**config.mk**
```make
export PLATFORM = sky130hd
export DESIGN_NAME = mem_controller
export DESIGN_NICKNAME = d
export VERILOG_FILES = /design/src/rtl/mem_controller.sv
export SDC_FILE = /design/constraint.sdc
export NUM_CORES = 1
export LEC_CHECK = 0
export ABC_AREA = 1
export CORE_MARGIN = 3
export CORE_UTILIZATION = 39
export DETAILED_ROUTE_END_ITERATION = 10
export PLACE_DENSITY = 0.88
export SLEW_MARGIN = 10
export SYNTH_ARGS = -nofsm -noshare
export SYNTH_HDL_FRONTEND = slang
export SYNTH_SLANG_ARGS = --single-unit
```
**constraint.sdc**
```tcl
create_clock -name clk_i -period 1 [get_ports clk_i]
set_input_delay 0.15 -clock clk_i [delete_from_list [all_inputs] [get_ports clk_i]]
set_output_delay 0.15 -clock clk_i [all_outputs]
set_load 0.1 [all_outputs]
```
**src/rtl/mem_controller.sv**
```systemverilog
// Multi-cycle byte-lane memory controller: one RAM access per request, with lane alignment and fault on ACC_BAD.
// Optional feature: define SIGN_EXT_EN to sign-extend LB/HB reads (default zero-extends).
module mem_controller #(
    parameter int WORD        = 16,
    parameter int WAIT_STATES = 1
) (
    input  logic            clk_i,
    input  logic            rst_i,
    input  logic            req_i,
    input  logic            we_i,
    input  logic [1:0]      datSel_i,
    input  logic [WORD-1:0] addr_i,
    input  logic [WORD-1:0] wdat_i,
    output logic            ack_o,
    output logic            fault_o,
    output logic [WORD-1:0] rdat_o,
    output logic            mem_en_o,
    output logic            mem_we_o,
    output logic [1:0]      mem_be_o,
    output logic [WORD-2:0] mem_addr_o,
    output logic [WORD-1:0] mem_wdat_o,
    input  logic [WORD-1:0] mem_rdat_i
);
    localparam int H = WORD / 2;
    localparam logic [1:0] ACC_LB   = 2'd1;
    localparam logic [1:0] ACC_HB   = 2'd2;
    localparam logic [1:0] ACC_WORD = 2'd3;

    typedef enum logic [2:0] {S_IDLE, S_ACCESS, S_WAIT, S_DONE, S_FAULT} state_t;

    state_t          state_q;
    logic [1:0]      sel_q;
    logic [3:0]      cnt_q;
    logic [1:0]      be_d;
    logic [WORD-1:0] wdat_d;
    logic [WORD-1:0] rdat_d;
    logic [H-1:0]    byte_sel;
    logic            unused_addr_lsb;

    assign unused_addr_lsb = addr_i[0];

    always_comb begin
        case (datSel_i)
            ACC_LB:   be_d = 2'b01;
            ACC_HB:   be_d = 2'b10;
            ACC_WORD: be_d = 2'b11;
            default:  be_d = 2'b00;
        endcase
        // Byte writes replicate the low byte so either lane can take it.
        wdat_d   = (datSel_i == ACC_WORD) ? wdat_i : {2{wdat_i[H-1:0]}};
        byte_sel = (sel_q == ACC_HB) ? mem_rdat_i[WORD-1:H] : mem_rdat_i[H-1:0];
`ifdef SIGN_EXT_EN
        rdat_d = {{H{byte_sel[H-1]}}, byte_sel};
`else
        rdat_d = {{H{1'b0}}, byte_sel};
`endif
        if (sel_q == ACC_WORD) rdat_d = mem_rdat_i;
    end

    always_ff @(posedge clk_i) begin
        if (rst_i) begin
            state_q    <= S_IDLE;
            sel_q      <= 2'd0;
            cnt_q      <= 4'd0;
            ack_o      <= 1'b0;
            fault_o    <= 1'b0;
            rdat_o     <= '0;
            mem_en_o   <= 1'b0;
            mem_we_o   <= 1'b0;
            mem_be_o   <= 2'b00;
            mem_addr_o <= '0;
            mem_wdat_o <= '0;
        end else begin
            ack_o    <= 1'b0;
            fault_o  <= 1'b0;
            mem_en_o <= 1'b0;
            case (state_q)
                S_IDLE: if (req_i) begin
                    if (datSel_i == 2'd0) begin
                        state_q <= S_FAULT;
                        ack_o   <= 1'b1;
                        fault_o <= 1'b1;
                    end else begin
                        state_q    <= S_ACCESS;
                        sel_q      <= datSel_i;
                        mem_en_o   <= 1'b1;
                        mem_we_o   <= we_i;
                        mem_be_o   <= be_d;
                        mem_addr_o <= addr_i[WORD-1:1];
                        mem_wdat_o <= wdat_d;
                    end
                end
                S_ACCESS: begin
                    cnt_q <= 4'(WAIT_STATES);
                    if (WAIT_STATES > 0) begin
                        state_q <= S_WAIT;
                    end else begin
                        state_q <= S_DONE;
                        ack_o   <= 1'b1;
                        if (!mem_we_o) rdat_o <= rdat_d;
                    end
                end
                S_WAIT: begin
                    cnt_q <= cnt_q - 4'd1;
                    if (cnt_q == 4'd1) begin
                        state_q <= S_DONE;
                        ack_o   <= 1'b1;
                        if (!mem_we_o) rdat_o <= rdat_d;
                    end
                end
                default: state_q <= S_IDLE;
            endcase
        end
    end
endmodule
```
==> key figures <==
Outcome
  • Status: finished with violations
  • Failing checks: setup timing

Worst setup path
  • Worst path max stage delay: 330 ps
  • Worst r2r src: state_q[2]$_SDFFE_PP0P_
  • WP buf/inv: 2
  • CP arrival: 1520 ps
  • CP Capture Type: flop
  • WP data required: 1230 ps
  • Crit Path Class: flop to flop
  • CP Cell Sequence: nor2_4 -> nand2_2 -> inv_4 -> nand2_8 -> clkbuf_16 -> o21ai_2 -> nor2_1
  • Worst R2R Path Depth: 7
  • Top delay family on crit path: simple AND/OR/NAND/NOR gates
  • Critical-path top delay cell: dfxtp_2
  • R2R setup slack: -280 ps
  • Critical path startpoint category: flop
  • CP Max Fanout: 5
  • FF-to-FF End: mem_addr_o[5]$_SDFFE_PP0P_
  • Crit path from: state_q[2]$_SDFFE_PP0P_

STA
  • Final worst setup slack: -284 ps
  • Final count of hold timing violations: 0
  • Max-slew headroom: 0.799
  • Crit path time final: 1280 ps
  • Fmax: 0.779 GHz
  • Setup violations, final: 114
  • RSZ-0062 raised after global routing: yes
  • Fin crit share: 1.28
  • Post-Route Setup TNS: -12870 ps
  • Max-slew violations: 0
  • Final worst clock skew: 11.2 ps
  • Worst Tran Pin Value: 302 ps
  • Worst hold slack: 411 ps

Final layout
  • Final Core Density: 0.794
  • Multi-input gate area: 1400 um2
  • # diodes: 0
  • Nets: 566
  • Register area: 1330 um2
  • Final Instance Area: 5100 um2
  • Area grow syn2layout: 94.9%
  • Filler cells: 339
  • Layout cell share with drive strength beyond 1: 0.447

Route
  • Routed len/inst: 15.6 um
  • Antenna viol nets, final: 0
  • DR DRC count: 0
  • Total wire length: 9240 um
  • Detailed router's first-iteration violation count: 150
  • Routed vias/inst: 5.15
  • Vias: 3050
  • Pre-Repair DR Iteration Count: 4

Synthesis
  • Top cells by area, synth: dfxtp_1, nor2_1, nand2_1
  • Register area share after synthesis: 0.474
  • Synth Area in Compound Gates: 0.0856
  • Synth area leader: dfxtp_1
  • Cells after synthesis: 372
  • Area of the mapped netlist: 2620 um2
  • Syn_area_per_cell: 7.04 um2
  • Seq cells post-synth: 62
  • Synthesized-area fraction occupied by adder cells: 0.00956
  • Synth top area share: 0.474
  • Simple-gate portion of the synthesized area: 0.350
  • Most used flip-flop cell after synthesis: dfxtp_1
  • Mux cell area share after synthesis: 0
  • Async SR Flop Fraction: 0
  • Synth Net Count: 428
  • XOR/XNOR Fraction of Synth Area: 0
  • Yosys cell types: 28
  • Main combinational cell family by area after synthesis: simple AND/OR/NAND/NOR gates
  • Yosys warns: 0
  • Post-synth EDFFs: 0

Place
  • Pre-CTS setup slack: -612 ps
  • Port-buffer cells: 105
  • Final weighted congestion in routability-driven placement: 0.850
  • Placed cell areas: 4510 um2
  • DP Wirelength: 5930 um

Floorplan
  • Chip Width: 87.9 um
  • Cell Rows: 29
  • Die area: 7730 um2
  • Num ports: 107
  • Total core area: 6420 um2
  • Die height: 87.9 um
  • Initial Utilization: 0.408

Clock network
  • H-tree depth: 3
  • Clk Latency, worst-skew pair: 350 ps
  • TritonCTS clock tree: done
  • Worst-path clk slew: 70 ps
  • Max clock buf depth: 2
  • CTS Buf Count: 9
  • Cell at the root of the clock tree: clkbuf_8
  • Clk sinks: 62

Global routing
  • All-Layer GR Usage: 0.229
  • Vias in the first global route: 2977
  • Largest net degree at the start of global routing: 33
  • Gr ovfl total: 0
  • Initial antenna violation count: 0
  • Global-route wire length before repair: 13600 um

Power and ir drop
  • Combinational share of power: 0.454
  • Clk network pwr share: 0.220
  • Switch share: 0.421
  • Power per Cell Area: 1840 nW/um2
  • Net load switching power: 0.00395 W
  • P_leak: 2.15 nW
  • Cell internal pwr: 0.00543 W
  • Peak supply drop: 1.20 mV
  • Sequential share of power: 0.326

Hold path
  • Worst Hold End: mem_addr_o[12]$_SDFFE_PP0P_
  • Worst hold path class: primary input to flop
  • Hold path cells: 3
  • Hold Crit Start: addr_i[13]

Flow run
  • Max Cap Viol: 0
## layer usage
layer	track usage	part of all wire
met4	0.109	0.030
met2	0.419	0.53
met5	0	0
met3	0.0649	0.061
met1	0.240	0.38
## worst reg2reg max path, delay by kind of cell, from the launching register on
family,cells,cell delay (ps)
and+or+nand+nor,4,430
buffers and inverters,2,290
DFF,1,330
AOI/OAI and AO/OA,1,120
## cells in the final DEF, fill, tap and decap left out, types with 2 or more instances in the layout
cell type,synthesis,routed
clkbuf_8,0,10
buf_4,3,25
nand3_1,20,19
nor2_1,105,100
clkdlybuf4s50_1,0,51
dfxtp_4,0,6
inv_4,0,3
buf_6,6,8
nand4_1,2,2
nand2_1,88,83
clkinvlp_4,0,4
dfxtp_1,62,4
clkbuf_16,0,2
buf_12,0,57
nor2_2,2,5
o21ai_1,7,4
nor2_4,1,3
nand3_2,1,2
o21ai_2,0,26
a21oi_2,0,2
a21oi_1,9,7
dfxtp_2,0,52
ha_4,0,2
o21ai_4,0,2
inv_2,4,8
inv_1,16,10
nand2_4,1,2
nand2_2,1,5
## power groups by stage
| stage | Sequential, W | Combinational (W) | Clock, W |
|---|---|---|---|
| 3_3_place_gp | 0.00308 | 0.00369 | 0 |
| 4_1_cts | 0.00305 | 0.00398 | 0.00206 |
| 3_5_place_dp | 0.00309 | 0.00377 | 0 |
| 6_report | 0.00306 | 0.00426 | 0.00206 |
| 5_1_grt | 0.00309 | 0.00446 | 0.00220 |
| 2_1_floorplan | 0.00448 | 0.000857 | 0 |
## cells in the mapped netlist (2+ instances only)
cell type	number
a21oi_1	9
buf_2	3
buf_4	3
buf_6	6
clkbuf_1	5
dfxtp_1	62
ha_1	2
inv_1	16
inv_2	4
nand2_1	88
nand3_1	20
nand4_1	2
nor2_1	105
nor2_2	2
o21ai_0	26
o21ai_1	7
## what timing repair did
item,in CTS,in global routing
endpoints found under the setup margin,113,115
hold buffers,0,0
gates cloned,0,4
gates resized for setup,46,33
endpoints found under the hold margin,0,0
pin swaps,7,4
setup buffers,4,3
## flip-flops by register name (all words and copies together) (netlist names)
name	cells
mem_addr_o	15
sel_q	2
ack_o	1
mem_en_o	1
rdat_o	16
mem_we_o	1
fault_o	1
state_q	3
mem_be_o	2
mem_wdat_o	16
cnt_q	4
## how the worst max path moves through the flow
stage,end,slack (ps),cells past startpoint
floorplan,rdat_o[0]$_SDFFE_PP0P_,-120,6
global placement,mem_wdat_o[2]$_SDFFE_PP0P_,-540,7
detailed placement,mem_wdat_o[2]$_SDFFE_PP0P_,-610,7
CTS,mem_addr_o[1]$_SDFFE_PP0P_,-210,7
global route,mem_addr_o[5]$_SDFFE_PP0P_,-330,7
finish,mem_addr_o[5]$_SDFFE_PP0P_,-280,7
## cells by family after synthesis
group	Yosys count
AOI/OAI and AO/OA	44
and+or+nand+nor	225
adders and majority gates	2
buffers and inverters	39
DFF	62
## cell type report
class                   count  share of cell area
repair buffers            144               0.390
well taps                  77              0.0189
inverters                  21              0.0216
clock inverters             6             0.00883
clock buffers              10              0.0270
multi-input cells         272               0.274
flip-flops and latches     62               0.260
## per-stage QoR
step	total power, W	std cells
final	0.00938	592
after global placement	0.00677	565
after detailed placement	0.00686	565
after global routing	0.00975	592
after floorplan	0.00533	372
after CTS	0.00909	585
No activity file was read; power rests on OpenSTA's default activity.
